`src/rtl/mul_pkg.sv`:
```
// rtl/mul_pkg.sv - shared constants and elaboration helpers for the pipelined Wallace multiplier
package mul_pkg;

    // Register stages between operand capture and result_out
    localparam int MUL_LATENCY = 3;

    // Product width for a given operand width
    function automatic int prod_width(input int w);
        return 2 * w;
    endfunction

    // Rows entering the tree: WIDTH partial products plus the Baugh-Wooley constant row
    function automatic int pp_rows(input int w);
        return w + 1;
    endfunction

    // Row count after a number of 3:2 compression levels
    function automatic int csa_rows_after(input int n, input int levels);
        int r;
        r = n;
        for (int s = 0; s < levels; s++) begin
            r = (r / 3) * 2 + (r % 3);
        end
        return r;
    endfunction

    // Number of 3:2 levels needed to reduce the tree to two rows
    function automatic int wallace_stages(input int w);
        int r;
        int s;
        r = pp_rows(w);
        s = 0;
        for (int k = 0; k < 64; k++) begin
            if (r > 2) begin
                r = (r / 3) * 2 + (r % 3);
                s = s + 1;
            end
        end
        return s;
    endfunction

endpackage

```
`src/rtl/wallace_csa_tree.sv`:
```
// rtl/wallace_csa_tree.sv - combinational Baugh-Wooley / AND-array partial products reduced to two rows
//
// Ports:
//   x, y        WIDTH-bit operands
//   is_signed   1: two's-complement operands (Baugh-Wooley), 0: unsigned AND array
//   sum_row     2*WIDTH-bit sum row of the reduced tree
//   carry_row   2*WIDTH-bit carry row; sum_row + carry_row (mod 2^(2*WIDTH)) is the product
module wallace_csa_tree
    import mul_pkg::*;
#(
    parameter int WIDTH = 12
) (
    input  logic [WIDTH-1:0]   x,
    input  logic [WIDTH-1:0]   y,
    input  logic               is_signed,
    output logic [2*WIDTH-1:0] sum_row,
    output logic [2*WIDTH-1:0] carry_row
);

    localparam int PW  = prod_width(WIDTH);
    localparam int NR  = pp_rows(WIDTH);
    localparam int NST = wallace_stages(WIDTH);

    // Baugh-Wooley correction: +1 at bit WIDTH and at bit 2*WIDTH-1
    localparam logic [PW-1:0] BW_CONST = (PW'(1) << WIDTH) | (PW'(1) << (PW - 1));

    // rows[s][r]: row r entering compression level s; rows past the live count are zero
    logic [PW-1:0] rows [0:NST][0:NR-1];

    genvar i, j, s, g, k;

    // Level 0: partial-product rows, each pre-shifted to its weight
    for (i = 0; i < WIDTH; i++) begin : g_pp
        logic [WIDTH-1:0] bits;
        for (j = 0; j < WIDTH; j++) begin : g_bit
            // Exactly one index on the sign column: complemented in signed mode.
            // The corner term pp[W-1][W-1] keeps its true polarity.
            if ((i == WIDTH - 1) != (j == WIDTH - 1)) begin : g_inv
                assign bits[j] = (x[j] & y[i]) ^ is_signed;
            end else begin : g_plain
                assign bits[j] = x[j] & y[i];
            end
        end
        assign rows[0][i] = {{WIDTH{1'b0}}, bits} << i;
    end

    assign rows[0][WIDTH] = {PW{is_signed}} & BW_CONST;

    // Each level takes rows in groups of three through full-adder columns;
    // leftover rows pass through unchanged to the next level.
    for (s = 0; s < NST; s++) begin : g_level
        localparam int N_IN  = csa_rows_after(NR, s);
        localparam int N_FA  = N_IN / 3;
        localparam int N_REM = N_IN % 3;
        localparam int N_OUT = 2 * N_FA + N_REM;

        for (g = 0; g < N_FA; g++) begin : g_fa
            logic [PW-1:0] a;
            logic [PW-1:0] b;
            logic [PW-1:0] c;
            assign a = rows[s][3*g];
            assign b = rows[s][3*g+1];
            assign c = rows[s][3*g+2];
            assign rows[s+1][2*g]   = a ^ b ^ c;
            // Carry out of the top column is dropped: arithmetic is mod 2^PW
            assign rows[s+1][2*g+1] = ((a & b) | (a & c) | (b & c)) << 1;
        end

        for (k = 0; k < N_REM; k++) begin : g_pass
            assign rows[s+1][2*N_FA+k] = rows[s][3*N_FA+k];
        end

        for (k = N_OUT; k < NR; k++) begin : g_zero
            assign rows[s+1][k] = '0;
        end
    end

    assign sum_row   = rows[NST][0];
    assign carry_row = rows[NST][1];

endmodule

```
`src/rtl/wallace_mul_pipe.sv`:
```
// rtl/wallace_mul_pipe.sv - three-stage pipelined Wallace multiplier with valid/ready handshake
//
// Ports:
//   clk, rst_n     rising-edge clock, asynchronous active-low reset
//   in_valid       operand pair presented
//   in_ready       operands accepted this cycle (pipe advances)
//   in_signed      1: two's-complement pair, 0: unsigned pair
//   x_in, y_in     WIDTH-bit operands
//   out_valid      product available on result_out
//   out_ready      consumer takes the product this cycle
//   result_out     2*WIDTH-bit product
//   done_cnt       CNT_W-bit count of delivered products, wraps
module wallace_mul_pipe
    import mul_pkg::*;
#(
    parameter int WIDTH = 12,
    parameter int CNT_W = 16
) (
    input  logic                 clk,
    input  logic                 rst_n,
    input  logic                 in_valid,
    output logic                 in_ready,
    input  logic                 in_signed,
    input  logic [WIDTH-1:0]     x_in,
    input  logic [WIDTH-1:0]     y_in,
    output logic                 out_valid,
    input  logic                 out_ready,
    output logic [2*WIDTH-1:0]   result_out,
    output logic [CNT_W-1:0]     done_cnt
);

    localparam int PW = prod_width(WIDTH);

    // S1: captured operands and mode
    logic             s1_valid;
    logic [WIDTH-1:0] s1_x;
    logic [WIDTH-1:0] s1_y;
    logic             s1_signed;

    // S2: reduced sum/carry rows
    logic             s2_valid;
    logic [PW-1:0]    s2_sum;
    logic [PW-1:0]    s2_carry;

    logic [PW-1:0]    tree_sum;
    logic [PW-1:0]    tree_carry;

    logic             adv;

    // The whole pipe moves as one: a stalled output freezes every stage,
    // so bubbles are kept in place rather than squeezed out.
    assign adv      = ~out_valid | out_ready;
    assign in_ready = adv;

    wallace_csa_tree #(
        .WIDTH(WIDTH)
    ) u_tree (
        .x         (s1_x),
        .y         (s1_y),
        .is_signed (s1_signed),
        .sum_row   (tree_sum),
        .carry_row (tree_carry)
    );

    always_ff @(posedge clk or negedge rst_n) begin
        if (!rst_n) begin
            s1_valid  <= 1'b0;
            s1_x      <= '0;
            s1_y      <= '0;
            s1_signed <= 1'b0;
        end else if (adv) begin
            s1_valid <= in_valid;
            // Data registers only load on a real pair to avoid toggling on bubbles
            if (in_valid) begin
                s1_x      <= x_in;
                s1_y      <= y_in;
                s1_signed <= in_signed;
            end
        end
    end

    always_ff @(posedge clk or negedge rst_n) begin
        if (!rst_n) begin
            s2_valid <= 1'b0;
            s2_sum   <= '0;
            s2_carry <= '0;
        end else if (adv) begin
            s2_valid <= s1_valid;
            if (s1_valid) begin
                s2_sum   <= tree_sum;
                s2_carry <= tree_carry;
            end
        end
    end

    always_ff @(posedge clk or negedge rst_n) begin
        if (!rst_n) begin
            out_valid  <= 1'b0;
            result_out <= '0;
        end else if (adv) begin
            out_valid <= s2_valid;
            // Final carry-propagate add; the carry beyond the product width is discarded
            if (s2_valid) begin
                result_out <= s2_sum + s2_carry;
            end
        end
    end

    always_ff @(posedge clk or negedge rst_n) begin
        if (!rst_n) begin
            done_cnt <= '0;
        end else if (out_valid && out_ready) begin
            done_cnt <= done_cnt + CNT_W'(1);
        end
    end

endmodule

```
`config.mk`:
```
export PLATFORM = sky130hd
export DESIGN_NAME = wallace_mul_pipe
export DESIGN_NICKNAME = d
export VERILOG_FILES = /design/src/rtl/mul_pkg.sv /design/src/rtl/wallace_csa_tree.sv /design/src/rtl/wallace_mul_pipe.sv
export SDC_FILE = /design/constraint.sdc
export NUM_CORES = 1
export LEC_CHECK = 0
export ABC_AREA = 0
export CELL_PAD_IN_SITES_DETAIL_PLACEMENT = 1
export CELL_PAD_IN_SITES_GLOBAL_PLACEMENT = 2
export CORE_MARGIN = 1
export CORE_UTILIZATION = 25
export DETAILED_ROUTE_END_ITERATION = 10
export PLACE_DENSITY_LB_ADDON = 0.15
export SLEW_MARGIN = 30
export SYNTH_ARGS = -nofsm -noshare
export SYNTH_HDL_FRONTEND = slang
export SYNTH_HIERARCHICAL = 1
export SYNTH_SLANG_ARGS = --single-unit
```
`constraint.sdc`:
```
create_clock -name clk -period 5.7 [get_ports clk]
set_input_delay 1.425 -clock clk [delete_from_list [all_inputs] [get_ports clk]]
set_output_delay 1.425 -clock clk [all_outputs]
set_load 0.02 [all_outputs]
```
Word level (Yosys, flattened, before mapping)
Cells that the tools add are included.
Widths: inputs -> output; s select.
{"block": "word_totals", "regBits": 115, "latchBits": 0, "ramBits": 0, "mem_bits_ro": 0, "out_inout_bits": 42, "n_memories": 0}
{"block": "classes", "add_sub_neg": 2, "mul": 0, "div": 0, "magnitude_cmp": 0, "eq_ne": 0, "shift": 0, "n_mux": 0, "bitwise": 245, "n_reduce_logical": 4}
{"cell": "$and 23x23->23", "count": 19}
{"cell": "$or 23x23->23", "count": 19}
{"cell": "$xor 24x24->24", "count": 14}
{"cell": "$and 1x1->1", "count": 144}
{"cell": "$and 23x13->23", "count": 2}
{"cell": "$add 24x24->24", "count": 1}
{"cell": "$and 21x23->23", "count": 1}
{"cell": "$and 22x23->23", "count": 1}
{"cell": "$or 23x14->23", "count": 1}
{"cell": "$or 23x17->23", "count": 1}
{"cell": "$or 23x20->23", "count": 1}
{"cell": "$xor 22x23->23", "count": 1}
{"cell": "$and 21x22->22", "count": 1}
{"cell": "$xor 1x1->1", "count": 22}
{"cell": "$xor 21x22->22", "count": 1}
{"cell": "$and 18x20->20", "count": 1}
{"cell": "$and 19x20->20", "count": 1}
{"cell": "$xor 19x20->20", "count": 1}
{"cell": "$and 18x19->19", "count": 1}
{"cell": "$xor 18x19->19", "count": 1}
{"cell": "$and 15x17->17", "count": 1}
{"cell": "$and 16x17->17", "count": 1}
{"cell": "$xor 16x17->17", "count": 1}
{"cell": "$add 16x1->16 const B", "count": 1}
{"cell": "other kinds (11)", "count": 13}

Logic depth before layout (Yosys ltp)
{"block": "logic_depth", "depth_word": 17, "ltp_mapped": 12, "depth_no_buf": 11}

Hierarchy
Netlist, hierarchy kept.
{"mod": "wallace_mul_pipe", "n_inst": 1, "cells_each": 477, "area_per_inst_um2": 5610.4, "seq_area_each_um2": 2902.8}
{"mod": "wallace_csa_tree", "n_inst": 1, "cells_each": 471, "area_per_inst_um2": 4219.0, "seq_area_each_um2": 0.0}

Least setup slack after synthesis
OpenSTA, ideal clock, no wires.
{"block": "synth_timing", "path_kind": "reg2reg", "startpoint": "register s1_signed", "endpoint": "register s2_sum[11]", "setup_ns": 0.125, "t_arrival_ns": 3.663, "required_ns": 5.575, "path_slack_ns": 1.913, "path_stages_with_launch": 11, "path_buffers": 2, "period_less_slack_ns": 3.787, "cell_sequence": "dfrtp_1 -> buf_6 -> buf_12 -> xor2_1 -> fa_1 -> fa_1 -> fa_1 -> inv_1 -> fa_1 -> fa_1 -> mux2_2"}
{"block": "synth_between", "elab_chain_cells": 11, "elab_cells_between_ends": 17, "cone_classes": "bitwise (17)"}
{"item": "start, declared", "line": "wallace_mul_pipe.sv:38", "rtl": "logic s1_signed;"}
{"item": "start signal, assigned", "line": "wallace_mul_pipe.sv:77", "rtl": "s1_signed <= in_signed;"}
{"item": "$xor 1x1->1", "line": "wallace_csa_tree.sv:39", "rtl": "assign bits[j] = (x[j] & y[i]) ^ is_signed;"}
{"item": "$xor 12x13->13", "line": "wallace_csa_tree.sv:64", "rtl": "assign rows[s+1][2*g] = a ^ b ^ c;"}
{"item": "$xor 13x14->14", "line": "wallace_csa_tree.sv:64"}
{"item": "$xor 24x24->24 (5 in a row)", "line": "wallace_csa_tree.sv:64"}
{"item": "$xor 24x24->24 (*) (3 in a row)", "line": "wallace_csa_tree.sv:64"}
{"item": "named net tree_sum[11]", "line": "wallace_mul_pipe.sv:45", "rtl": "logic [PW-1:0] tree_sum;"}
{"item": "end signal, assigned", "line": "wallace_mul_pipe.sv:90", "rtl": "s2_sum <= tree_sum;"}
{"item": "end, declared", "line": "wallace_mul_pipe.sv:42", "rtl": "logic [PW-1:0] s2_sum;"}
Mark *: on every way through the listed nets, which the timed path passes. The rest lies on a longest branch.
A chain may end at the register's enable or synchronous reset.

Final worst setup path
{"block": "layout_timing", "startpoint": "input out_ready", "endpoint": "output in_ready"}
{"block": "layout_between", "elab_chain_cells": 1}
{"item": "start, declared", "line": "wallace_mul_pipe.sv:27", "rtl": "input logic out_ready,"}
{"item": "$or 1x1->1", "line": "wallace_mul_pipe.sv:52", "rtl": "assign adv = ~out_valid | out_ready;"}
{"item": "end, declared", "line": "wallace_mul_pipe.sv:22", "rtl": "output logic in_ready,"}
Every way passes these cells.

==> results by group <==
Clock tree
  • Root buffer cell: clkbuf_16
  • Clock tree buffer depth: 2
  • CTS tree: yes
  • Setup bufs post-CTS: 0
  • Clock Sinks: 116
  • Worst-Skew Late Latency: 0.44 ns
  • Clock transition at path regs: 0.06 ns
  • Post-CTS sizing: 0
  • CTS Hold Bufs: 0
  • CTS Buf Count: 17
  • CTS H-tree depth: 4

STA
  • Fin crit share: 0.747
  • Setup TNS: 0 ns
  • RSZ-0062 raised after global routing: false
  • Worst slew pin tran: 0.813 ns
  • Setup violators final: 0
  • WHS: 0.473 ns
  • Slew Limit Fails: 0
  • Clk_skew: 0.0114 ns
  • Hold Vio Cnt, Final: 0
  • Fmax: 0.235 GHz
  • Post-route setup slack: 1.44 ns
  • Min Tclk post-route: 4.26 ns
  • Slew HR: 0.456

Setup path
  • Slowest CP cell: clkdlybuf4s50_1
  • Reg2reg end: s2_sum[11]
  • CP most frequent cell: clkdlybuf4s50_1
  • CP required: 4.28 ns
  • Worst EP arrival: 2.83 ns
  • Delay of the slowest critical-path stage: 0.61 ns
  • Crit end category: output pin
  • Worst r2r src: s1_y[0]
  • CP Launch Type: primary input
  • CP bufs+invs: 3
  • CP max FO: 9
  • CP Class: primary input to output pin
  • R2R setup slack: 1.73 ns
  • Crit path max-delay family: buffers and inverters
  • Worst reg2reg path depth: 9
  • CP Cell Sequence: clkdlybuf4s50_1 > nand2b_1 > buf_4 > clkdlybuf4s50_1

Drt
  • WL met1: 13300 um
  • 1st-pass router iterations: 4
  • Detailed-route via count: 6507
  • Number of remaining DRC errors: 0
  • Detail Route Antenna Nets: 0
  • WL final: 25100 um
  • Vias per cell: 4.26
  • Metal3 WL: 761 um
  • DRT iter0 DRCs: 158
  • Top Metal Used: met4
  • DR WL/cell: 16.4 um
  • Met2 WL: 10800 um

Logic synthesis
  • Syn_area_per_cell: 10.4 um^2
  • Post-synth ARST share: 1.00
  • Post-synth EDFFs: 0
  • Syn Std Cell Area: 9830 um^2
  • #FFs+latches synth: 116
  • Sequential-to-total area share from yosys stat: 0.295
  • Netlist cell types: 58
  • Top_reg_cell synth: dfrtp_1
  • YS warnings: 6
  • Synth Instances: 948

GRT
  • Largest net degree at the start of global routing: 65
  • Gr usage total: 0.133
  • First-pass GRT wire length: 41600 um
  • Vias in the first global route: 7288
  • Initial antenna violation count: 0
  • Total gr overflow: 0

Flow run
  • Max-cap violations: 0

Layout
  • Layout cell share with drive strength beyond 1: 0.122
  • Final core utilization: 0.299
  • Ant diodes: 0
  • Area growth syn-to-layout: 17.8%
  • Final #Nets: 1198

Die
  • Core outline area: 38700 um^2
  • Die Y: 200 um
  • Die ar.: 40100 um^2
  • Ports: 71
  • Num rows: 72
  • Die width: 200 um
  • Initial Utilization: 0.254

Placement
  • Pre-CTS WS: 1.45 ns
  • GP Congestion: 0.702
  • Detailed Place HPWL: 19300 um
  • Count of input and output buffers: 70

Worst hold path
  • Hold Crit Class: flop to flop
  • Hold path start: result_out[1]
  • Endpoint of the worst hold path: result_out[1]
  • Worst hold path depth: 2

Status
  • Status: complete, no violations
-- Yosys cell counts, types with 3 or more instances --
cell,count,share of area
nand4_1,8,0.0051
o21a_1,5,0.0038
dfrtp_1,116,0.30
and4_1,3,0.0027
ha_1,70,0.089
and2_1,78,0.050
o21ai_1,14,0.0071
xor2_1,24,0.021
xnor2_1,30,0.027
o21ai_0,12,0.0061
a31oi_1,5,0.0032
nand2_1,120,0.046
mux2_2,75,0.086
nand3_1,11,0.0056
o21bai_1,3,0.0023
a21oi_1,20,0.010
fa_1,103,0.21
buf_2,20,0.010
a21o_1,6,0.0046
buf_4,8,0.0061
o31ai_1,4,0.0031
clkbuf_1,21,0.0080
nor3_1,5,0.0025
inv_1,128,0.049
and3_1,7,0.0045
a211oi_1,5,0.0038
nor2_1,12,0.0046
-- registers in the layout, indices dropped and copies added (netlist names) --
name	count
s1_valid	1
s2_valid	1
s1_y	12
s1_signed	1
s2_sum	24
done_cnt	16
s2_carry	24
result_out	24
out_valid	1
s1_x	12
-- routing by layer --
layer  GRT usage  vias up
met5           0        -
met4      0.0322        0
li1            -     3114
met2       0.199       74
met1       0.194     3301
met3      0.0298       18
-- worst max path at each step --
| stage | startpoint | to | slack (ns) | cells after the start |
|---|---|---|---|---|
| after detailed placement | out_ready | in_ready | 1.45 | 4 |
| after global routing | out_ready | in_ready | 1.40 | 4 |
| after floorplan | s1_signed | s2_sum[11] | 1.91 | 10 |
| after CTS | out_ready | in_ready | 1.43 | 4 |
| final | out_ready | in_ready | 1.44 | 4 |
| after global placement | out_ready | in_ready | 1.44 | 4 |
-- kinds of logic (layout without fill, tap and decap cells) --
group / count (synthesis) / in the layout / synth area share
and+or+nand+nor: 253 / 253 / 0.127
buffers and inverters: 182 / 238 / 0.0788
adders and majority gates: 173 / 173 / 0.299
DFF: 116 / 116 / 0.295
AOI/OAI and AO/OA: 93 / 93 / 0.0643
muxes: 76 / 76 / 0.0871
xor gates and xnor gates: 54 / 54 / 0.0481
other: 1 / 6 / 0.000382
-- metrics by stage --
stage | area, um^2 | instances
2_1_floorplan | 9850 | 953
3_3_place_gp | 11000 | 1495
3_5_place_dp | 11000 | 1495
4_1_cts | 11600 | 1527
5_1_grt | 11600 | 1527
6_report | 11600 | 1527
-- layout by cell type, fill, tap and decap left out, types with 4 or more instances in the layout --
cell type          n
buf_4              8
xor2_1            24
and3_1             7
a21o_1             6
mux2_2            75
nand4_1            8
o21a_1             5
and2_1            78
o31ai_1            4
clkbuf_16         17
ha_1              70
nand2_1          119
clkbuf_8           5
clkdlybuf4s50_1   69
a211oi_1           5
xnor2_1           30
o21ai_1           14
fa_1             103
nor3_1             5
o21ai_0           12
nor2_1            12
conb_1             6
a21oi_1           20
nand3_1           11
inv_1            128
a31oi_1            5
dfrtp_1          116
-- layout make-up --
cell class                      count  area [um^2]
Fill cell                        4378        27200
Multi-Input combinational cell    655         6170
Sequential cell                   116         2900
Timing Repair Buffer               78          762
Tap cell                          518          648
Clock buffer                       22          494
Inverter                          128          480
Clock inverter                     10          120
-- worst register-to-register path, delay by kind of cell, from the launching register on --
family | cells | cell delay (ns)
adders and majority gates | 5 | 2.55
xor gates and xnor gates | 1 | 0.18
buffers and inverters | 1 | 0.06
and+or+nand+nor | 1 | 0.14
muxes | 1 | 0.26
DFF | 1 | 0.66
Power is not shown: default switching activity piles up to over one toggle a cycle in this logic, so the estimate is an artifact.
